[src/rtl/robot_pkg.sv]
// Shared definitions for the robot controller scoreboard: FSM states and
// parameter limits. Optional feature macro: ROBOT_SCB_FIRST_FAIL_EN.
package robot_pkg;

  typedef enum logic [1:0] {
    ST_IDLE  = 2'd0,
    ST_RUN   = 2'd1,
    ST_DRAIN = 2'd2,
    ST_DONE  = 2'd3
  } scb_state_e;

  localparam int MAX_CH  = 8;
  localparam int MAX_LAT = 7;

  // Width of a channel index, never narrower than one bit.
  function automatic int ch_idx_w(input int n_ch);
    return (n_ch > 1) ? $clog2(n_ch) : 1;
  endfunction

endpackage

[src/rtl/robot_scoreboard_delay_line.sv]
// Fixed-depth shift register that delays the expected stream. DEPTH=0 is a
// plain passthrough. flush_i empties every stage at the next clock edge.
module scb_delay_line #(
  parameter int WIDTH = 3,
  parameter int DEPTH = 0
) (
  input  logic             clk,
  input  logic             rst,
  input  logic             flush_i,
  input  logic [WIDTH-1:0] d_i,
  output logic [WIDTH-1:0] q_o
);

  generate
    if (DEPTH == 0) begin : g_pass
      logic unused_ok;
      assign unused_ok = &{1'b0, clk, rst, flush_i};
      assign q_o = d_i;
    end else begin : g_pipe
      logic [WIDTH-1:0] stage_q [DEPTH];

      // Shift one stage per clock; reset and flush empty the line.
      always_ff @(posedge clk or posedge rst) begin
        if (rst) begin
          for (int i = 0; i < DEPTH; i++) stage_q[i] <= '0;
        end else if (flush_i) begin
          for (int i = 0; i < DEPTH; i++) stage_q[i] <= '0;
        end else begin
          stage_q[0] <= d_i;
          for (int i = 1; i < DEPTH; i++) stage_q[i] <= stage_q[i-1];
        end
      end

      assign q_o = stage_q[DEPTH-1];
    end
  endgenerate

endmodule

[src/rtl/robot_scoreboard.sv]
// Compares a delayed expected forward/rotate stream against N_CH robot
// controllers, counting samples and per-channel mismatches with saturation.
// Optional macro ROBOT_SCB_FIRST_FAIL_EN captures the first mismatch location.
module robot_scoreboard
  import robot_pkg::*;
#(
  parameter int N_CH  = 2,
  parameter int LAT   = 0,
  parameter int CNT_W = 16,
  localparam int CH_W = ch_idx_w(N_CH)
) (
  input  logic                  clk,
  input  logic                  reset,
  input  logic                  start,
  input  logic                  sample_valid,
  input  logic                  exp_f,
  input  logic                  exp_r,
  input  logic [N_CH-1:0]       dut_f,
  input  logic [N_CH-1:0]       dut_r,
  input  logic                  end_of_stream,
  output logic                  done,
  output logic                  pass,
  output logic [CNT_W-1:0]      sample_cnt,
  output logic [N_CH*CNT_W-1:0] err_cnt,
  output logic [CNT_W-1:0]      fail_cycle,
  output logic [CH_W-1:0]       fail_ch
);

  localparam int               DRAIN_W  = $clog2(MAX_LAT + 1);
  localparam logic [DRAIN_W-1:0] LAT_M1 = (LAT > 0) ? DRAIN_W'(LAT - 1) : '0;
  localparam logic [CNT_W-1:0] CNT_MAX  = '1;

  scb_state_e           state_q, state_d;
  logic [DRAIN_W-1:0]   drain_q, drain_d;
  logic [CNT_W-1:0]     sample_cnt_q, sample_cnt_d;
  logic [N_CH*CNT_W-1:0] err_q, err_d;
  logic                 done_q, done_d, pass_q, pass_d;

  logic                 clear_s, push_s, cmp_s, finish_s;
  logic [2:0]           line_in_s, line_out_s;
  logic [N_CH-1:0]      mism_s;

  // A new run may only begin from IDLE or DONE; the same edge wipes all state.
  assign clear_s  = start && (state_q == ST_IDLE || state_q == ST_DONE);
  assign push_s   = sample_valid && (state_q == ST_RUN);
  assign line_in_s = {exp_f, exp_r, push_s};
  assign cmp_s    = line_out_s[0] && (state_q == ST_RUN || state_q == ST_DRAIN);
  assign finish_s = (state_d == ST_DONE) && (state_q != ST_DONE);

  scb_delay_line #(.WIDTH(3), .DEPTH(LAT)) u_delay (
    .clk     (clk),
    .rst     (reset),
    .flush_i (clear_s),
    .d_i     (line_in_s),
    .q_o     (line_out_s)
  );

  // Per-channel mismatch against the entry leaving the delay line.
  always_comb begin
    mism_s = '0;
    for (int i = 0; i < N_CH; i++) begin
      mism_s[i] = (dut_f[i] != line_out_s[2]) || (dut_r[i] != line_out_s[1]);
    end
  end

  // Next-state logic: DRAIN counts down LAT cycles before DONE.
  always_comb begin
    state_d = state_q;
    drain_d = drain_q;
    case (state_q)
      ST_IDLE, ST_DONE: begin
        if (start) state_d = ST_RUN;
        else       state_d = state_q;
      end
      ST_RUN: begin
        if (end_of_stream) begin
          if (LAT == 0) begin
            state_d = ST_DONE;
          end else begin
            state_d = ST_DRAIN;
            drain_d = LAT_M1;
          end
        end else begin
          state_d = state_q;
        end
      end
      ST_DRAIN: begin
        if (drain_q == '0) state_d = ST_DONE;
        else               drain_d = drain_q - DRAIN_W'(1);
      end
      default: state_d = ST_IDLE;
    endcase
  end

  // Saturating counters and the done/pass verdict computed at run end.
  always_comb begin
    sample_cnt_d = sample_cnt_q;
    err_d        = err_q;
    done_d       = done_q;
    pass_d       = pass_q;
    if (clear_s) begin
      sample_cnt_d = '0;
      err_d        = '0;
      done_d       = 1'b0;
      pass_d       = 1'b0;
    end else begin
      if (cmp_s && (sample_cnt_q != CNT_MAX)) sample_cnt_d = sample_cnt_q + CNT_W'(1);
      else                                     sample_cnt_d = sample_cnt_q;
      for (int i = 0; i < N_CH; i++) begin
        if (cmp_s && mism_s[i] && (err_q[i*CNT_W +: CNT_W] != CNT_MAX))
          err_d[i*CNT_W +: CNT_W] = err_q[i*CNT_W +: CNT_W] + CNT_W'(1);
        else
          err_d[i*CNT_W +: CNT_W] = err_q[i*CNT_W +: CNT_W];
      end
      if (finish_s) begin
        done_d = 1'b1;
        pass_d = (err_d == '0);
      end else begin
        done_d = done_q;
        pass_d = pass_q;
      end
    end
  end

  // State and result registers.
  always_ff @(posedge clk or posedge reset) begin
    if (reset) begin
      state_q      <= ST_IDLE;
      drain_q      <= '0;
      sample_cnt_q <= '0;
      err_q        <= '0;
      done_q       <= 1'b0;
      pass_q       <= 1'b0;
    end else begin
      state_q      <= state_d;
      drain_q      <= drain_d;
      sample_cnt_q <= sample_cnt_d;
      err_q        <= err_d;
      done_q       <= done_d;
      pass_q       <= pass_d;
    end
  end

  assign done       = done_q;
  assign pass       = pass_q;
  assign sample_cnt = sample_cnt_q;
  assign err_cnt    = err_q;

`ifdef ROBOT_SCB_FIRST_FAIL_EN
  logic             seen_q, seen_d;
  logic [CNT_W-1:0] fail_cycle_q, fail_cycle_d;
  logic [CH_W-1:0]  fail_ch_q, fail_ch_d, low_ch_s;

  // Lowest-numbered mismatching channel in the compare cycle.
  always_comb begin
    low_ch_s = '0;
    for (int i = N_CH - 1; i >= 0; i--) begin
      if (mism_s[i]) low_ch_s = CH_W'(i);
      else           low_ch_s = low_ch_s;
    end
  end

  // Capture location of the first mismatch in a run, then hold.
  always_comb begin
    seen_d       = seen_q;
    fail_cycle_d = fail_cycle_q;
    fail_ch_d    = fail_ch_q;
    if (clear_s) begin
      seen_d       = 1'b0;
      fail_cycle_d = '0;
      fail_ch_d    = '0;
    end else if (cmp_s && (|mism_s) && !seen_q) begin
      seen_d       = 1'b1;
      fail_cycle_d = sample_cnt_q;
      fail_ch_d    = low_ch_s;
    end else begin
      seen_d       = seen_q;
    end
  end

  // First-fail capture registers.
  always_ff @(posedge clk or posedge reset) begin
    if (reset) begin
      seen_q       <= 1'b0;
      fail_cycle_q <= '0;
      fail_ch_q    <= '0;
    end else begin
      seen_q       <= seen_d;
      fail_cycle_q <= fail_cycle_d;
      fail_ch_q    <= fail_ch_d;
    end
  end

  assign fail_cycle = fail_cycle_q;
  assign fail_ch    = fail_ch_q;
`else
  assign fail_cycle = '0;
  assign fail_ch    = '0;
`endif

endmodule

[config.mk]
export PLATFORM = sky130hd
export DESIGN_NAME = robot_scoreboard
export DESIGN_NICKNAME = d
export VERILOG_FILES = /design/src/rtl/robot_pkg.sv /design/src/rtl/robot_scoreboard_delay_line.sv /design/src/rtl/robot_scoreboard.sv
export SDC_FILE = /design/constraint.sdc
export NUM_CORES = 1
export LEC_CHECK = 0
export ABC_AREA = 0
export BUFFER_PORTS_ARGS = -buffer_cell sky130_fd_sc_hd__buf_2
export CAP_MARGIN = 20
export CORE_AREA = 2 2 88 90
export CTS_CLUSTER_SIZE = 30
export DETAILED_ROUTE_END_ITERATION = 8
export DIE_AREA = 0 0 90 92
export HOLD_SLACK_MARGIN = 0.02
export PLACE_DENSITY_LB_ADDON = 0.12
export SLEW_MARGIN = 20
export SYNTH_ARGS = -nofsm -noshare
export SYNTH_HDL_FRONTEND = slang
export SYNTH_HIERARCHICAL = 1
export SYNTH_SLANG_ARGS = --single-unit
[constraint.sdc]
create_clock -name clk -period 3.1 [get_ports clk]
set_clock_uncertainty 0.2 [all_clocks]
set_input_delay 0.31 -clock clk [delete_from_list [all_inputs] [get_ports clk]]
set_output_delay 0.31 -clock clk [all_outputs]
set_load 0.02 [all_outputs]
Yosys cells after proc, flatten, opt, wreduce, memory -nomap -nowiden:

Cells that the tools add are included.

* add/subtract/negate cells: 4
* equal/unequal tests: 12
* multiplexer cells: 15
* bitwise gates (word level): 1
* reduce and logical (&&, ||, !) cells: 20

Operators with widths (number)
* 16-bit 2-to-1 mux: 6
* 16-bit by 1-bit adder with 16-bit output, second input constant: 3
* 16-bit inequality test, second input constant: 3
* 32-bit logical NOT: 1
* 32-bit 2-to-1 mux: 1
* 1-bit logical AND: 9
* 2-bit == test, second input constant: 3
* 2-bit 2-to-1 mux: 3
* 2-bit one-hot mux with 3 select lines: 1
* 1-bit logical OR: 4
* 1-bit 2-to-1 mux: 4
* 1-bit inequality test: 4
* 2-bit nonzero test: 2
* 3-bit logical NOT: 1
* 3-bit by 1-bit subtractor with 3-bit output, second input constant: 1
* 2-bit by 1-bit == test with 1-bit output, second input constant: 1
* 2-bit logical NOT: 1
* 2-bit inequality test, second input constant: 1
* 2-bit AND reduction: 1
* 2-bit OR reduction: 1
* 1-bit NOT: 1

* bits in registers: 55
* word-level logic and storage cells: 58

Longest topological paths before layout:

* depth in word-level cells: 10
* depth in mapped cells: 12
* mapped depth without buffers: 10

Cells and area by module:

The synthesis kept the hierarchy.

By module, submodules not included
* robot_scoreboard: times used 1, cells each 382, area each 3572.2 µm²
* scb_delay_line: times used 1, cells each 3, area each 22.5 µm²

Worst setup path after synthesis:

No wires, ideal clock.

* kind: register to register
* start point: register state_q[1]
* end point: register pass_q (netlist: pass)
* setup time: 0.092 ns
* arrival: 2.540 ns
* data required time: 2.808 ns
* path slack: 0.268 ns
* stages on the path, launching flop included: 13
* cell sequence: dfrtp_1 inv_1 ha_1 and2_1 buf_4 nor2b_2 o21a_1 and3_1 clkbuf_1 xnor2_1 nand3b_1 or4_1 o31ai_2

* cells in the longest elaborated chain, start to end: 10

RTL lines
* start: declaration: RTL line robot_scoreboard.sv:33 `scb_state_e state_q, state_d;`
* start signal: assignment: RTL line robot_scoreboard.sv:135 `state_q <= state_d;`
* 2-bit by 1-bit == test with 1-bit output *: RTL line robot_scoreboard.sv:45 `assign push_s = sample_valid && (state_q == ST_RUN);`
* 1-bit logical AND *: RTL line robot_scoreboard.sv:45
* via push_s: RTL line robot_scoreboard.sv:39 `logic clear_s, push_s, cmp_s, finish_s;`
* 1-bit logical AND *: RTL line robot_scoreboard.sv:47 `assign cmp_s = line_out_s[0] && (state_q == ST_RUN || state_q == ST_DRAIN);`
* 1-bit logical AND (2 in a row): RTL line robot_scoreboard.sv:110 `if (cmp_s && mism_s[i] && (err_q[i*CNT_W +: CNT_W] != CNT_MAX))`
* 16-bit 2-to-1 mux: RTL line robot_scoreboard.sv:110
* 16-bit 2-to-1 mux: RTL line robot_scoreboard.sv:101 `if (clear_s) begin`
* 32-bit logical NOT *: RTL line robot_scoreboard.sv:117 `pass_d = (err_d == '0);`
* 1-bit 2-to-1 mux *: RTL line robot_scoreboard.sv:115 `if (finish_s) begin`
* 1-bit 2-to-1 mux *: RTL line robot_scoreboard.sv:101
* end signal: assignment: RTL line robot_scoreboard.sv:140 `pass_q <= pass_d;`
* end: declaration: RTL line robot_scoreboard.sv:37 `logic done_q, done_d, pass_q, pass_d;`

The timed path passes the listed nets; every way through them passes the cells marked *. The select of a mux whose other input is x is not followed.
A chain may end at the register's enable or synchronous reset.

Worst setup path after layout:

* start point: register state_q[0]
* end point: register pass_q (netlist: pass)

RTL lines
* 2-bit == test / 2-bit logical NOT (equally long branches): RTL line robot_scoreboard.sv:70 `case (state_q)`
* 2-bit OR reduction: RTL line robot_scoreboard.sv:70
* 2-bit one-hot mux with 3 select lines *: RTL line robot_scoreboard.sv:70
* via state_d[1]: RTL line robot_scoreboard.sv:33
* 2-bit == test *: RTL line robot_scoreboard.sv:48 `assign finish_s = (state_d == ST_DONE) && (state_q != ST_DONE);`
* 1-bit logical AND *: RTL line robot_scoreboard.sv:48
* 2-bit nonzero test (no line) *

Marked as above.

==> results summary <==
The run finished with clean final reports. After detailed routing, the number of vias per cell comes to 5.145. The fraction of synthesis flops using an asynchronous set or reset pin is 100.0%.

The area of the core is 0.007447 mm². STA classifies the critical path endpoint as a register. The met2 global-route usage is 30.89%.

The first-pass GRT wire length is 12,970 µm. The worst hold margin came out at 123.4 ps. Yosys printed 6 warnings.

The number of maximum-capacitance constraint violations came out at 0. 78 I/O pins were placed. The latest clock arrival within the worst-skew pair came out at 310 ps. The number of enable-type register cells in the synthesized netlist is 0. The sequential fraction of the synthesis area is 38.29%.

Buffers added to address setup during post-CTS repair amount to 0. The met3 track demand over resource is 4.026%. The CTS tree is built. The worst setup path is of the register to register kind. The final setup violation count is 0. The number of cells produced by synthesis is 385. The count of final max-slew check failures is 0.

After layout, the minimum clock period comes to 2806 ps. The signal arrival time at the worst endpoint came out at 2830 ps. The site row count came out at 32.

The detailed-route wire length per cell is 13.55 µm. The wire length after detailed routing is 7387 µm. The estimated wirelength of the detail-placed design came out at 5371 µm.

The clock transition at the registers of the reported paths is 100 ps. The number of buffers added on ports is 60. The number of global-route vias before repair came out at 2,651. The floorplan die height came out at 92 µm. The relative slew slack is 54.25%. The net total in the final layout is 462. At the end of routability-driven placement, the weighted congestion stood at 0.7773. The placed instances occupy a cell area of 0.003916 mm². The number of antenna violations at the first check in global routing was 0. The worst setup slack after layout is 293.6 ps. The count of clock tree sinks is 55. The overall track demand over capacity in global routing is 19.07%. The total clock buffers created by CTS is 5. The number of failing hold endpoints at the final stage is 0.

The summed negative setup slack over all endpoints came out at 0 ps. The routing usage on met1 came out at 26.64%. The upper clock frequency limit came out at 0.3563 GHz. The largest net degree at the start of global routing came out at 56. The number of iterations in the first detailed-routing pass came out at 4.

The library cell used as clock root buffer is clkbuf_8. Setup repair after global routing left no endpoint under its margin. Summing every instance area after synthesis gives 0.003595 mm². The worst hold path belongs to the class input pin to register.

For the pin with the worst max-slew slack, the measured transition is 686.2 ps. The post-route standard cell area excluding fillers came out at 0.004018 mm². The largest driver fanout on the critical path came out at 7.

Summed over all cells, the static leakage comes to 1.959 nW. Data on the critical path is required at its endpoint by 3130 ps. Dividing total power by cell area gives a power density of 482.1 mW/mm².

The number of remaining DRC errors came out at 0. The mean cell area of the mapped netlist is 9.337 µm². The number of violations reported at the end of detailed-routing iteration 0 is 99.

In this run, synthesis produced a sequential element count of 55. Compared with the post-synthesis result, the final layout area differs by 11.76%. The H-tree generated during clock tree synthesis spans 2 levels. The worst supply voltage drop on vdd came out at 0.2999 mV.

The antenna diode count came out at 0. The synthesized netlist contains 67 unique library cells. The maximum root-to-sink buffer count is 2.

The primary flip-flop cell chosen by synthesis mapping is dfrtp_1. The setup slack after placement is 305.5 ps. The die area came out at 0.008280 mm². The layer with the highest usage after global routing is met2. For this run the aggregate overflow at the end of global routing stands at 0. The overall die width came out at 90 µm.

The total power draw came out at 1.937 mW. In the finished design, the share of the clock period the worst path needs comes to 90.53%. Leaving out fill and tap cells, the most frequent cells in the layout are 60 x nor2_1, 60 x buf_2, 55 x dfrtp_1. The post-route netlist has 23.02% of its cells at a drive strength greater than 1.

The count of nets left with antenna violations once routing finished came out at 0. Across all layers, the routed design uses 2,804 vias. The initial core utilization is 48.27%. The type of origin of the critical path is a register.
==> flip-flops by register name (all words and copies together), names as in the netlist <==
name        count
pass            1
done            1
sample_cnt     16
drain_q         3
state_q         2
err_cnt        32
==> Yosys cell counts (2+ instances only) <==
library cell	n	area (µm²)
clkbuf_1	5	18.77
buf_2	4	20.02
and3_1	2	12.51
a211oi_1	3	22.52
mux2i_1	5	50.05
and2_1	10	62.56
nor3b_1	5	37.54
inv_1	8	30.03
buf_4	20	150.1
xnor2_1	20	175.2
o21a_1	2	15.01
a21oi_1	7	35.03
or2_2	4	25.02
a31o_2	2	17.52
and4_4	2	22.52
or3_1	5	31.28
o211ai_1	2	15.01
nand3_1	14	70.07
nand4_1	12	75.07
xor2_1	36	315.3
and4_1	4	35.03
nor2_1	60	225.2
nor3_1	8	40.04
and3_2	2	15.01
nand2_1	31	116.4
a41oi_1	2	17.52
nand2b_1	2	12.51
nand3b_1	5	37.54
o21ai_0	4	20.02
ha_1	8	100.1
dfrtp_1	55	1376
==> report_power, final <==
group          switching, mW  internal, mW  leakage, nW
clock                  0.237         0.176       0.0470
combinational          0.427         0.254         1.15
sequential            0.0670         0.776        0.757
total                  0.731          1.21         1.96
==> final cells by class <==
class                      instances  area (µm²)
fill                             736        3430
inverter                           8       30.03
multi-input combinational        307        2048
timing repair buffer              66       347.8
clock inverter                     1       5.005
sequential                        55        1376
clock buffer                       6       82.58
tap                              102       127.6
==> through the flow <==
step                util (%)  cells
floorplan                  -    401
global placement       52.59    537
detailed placement     52.59    537
CTS                    53.90    545
global route           53.95    545
finish                 53.95    545
==> path summary, 6_finish.rpt <==
path | depth (start not counted) | slack [ps] | to | from
setup / recovery | 8 | 290 | pass | state_q[0]
hold / removal | 4 | 120 | state_q[1] | start
setup reg to reg | 8 | 290 | pass | state_q[0]
hold reg to reg | 1 | 280 | drain_q[0] | drain_q[0]
max in group asynchronous | 4 | 1710 | sample_cnt[3] | reset
min in group asynchronous | 4 | 530 | err_cnt[30] | reset
==> cells by family (layout without fill, tap and decap cells) <==
logic type / Yosys count / in the layout / synth area share, %
simple gates: 183 / 183 / 28.47
xor+xnor: 56 / 56 / 13.64
flops: 55 / 55 / 38.29
buf+inv: 39 / 81 / 6.509
compound gates: 37 / 37 / 8.493
fa+ha+maj: 8 / 8 / 2.785
mux: 6 / 6 / 1.706
other cells: 1 / 17 / 0.1043
==> routing by layer <==
layer / vias up / routed length (µm)
met1: 1336 / 3513
met4: 0 / 62
li1: 1402 / -
met2: 60 / 3462
met3: 6 / 348
met5: - / 0
==> critical path, cell delays in order (launching register included) <==
cell and delay (ps):
dfrtp_1 410, inv_1 60, ha_1 390, o21bai_1 200
a211oi_1 280, nor4b_2 330, nand3b_1 120, or4_1 490
o31ai_2 240
==> what timing repair did <==
item,CTS,global route
resized for setup,0,1
hold buffers,1,0
endpoints found under the hold margin,39,0
endpoints found under the setup margin,0,1
No activity file was read; power rests on OpenSTA's default activity.
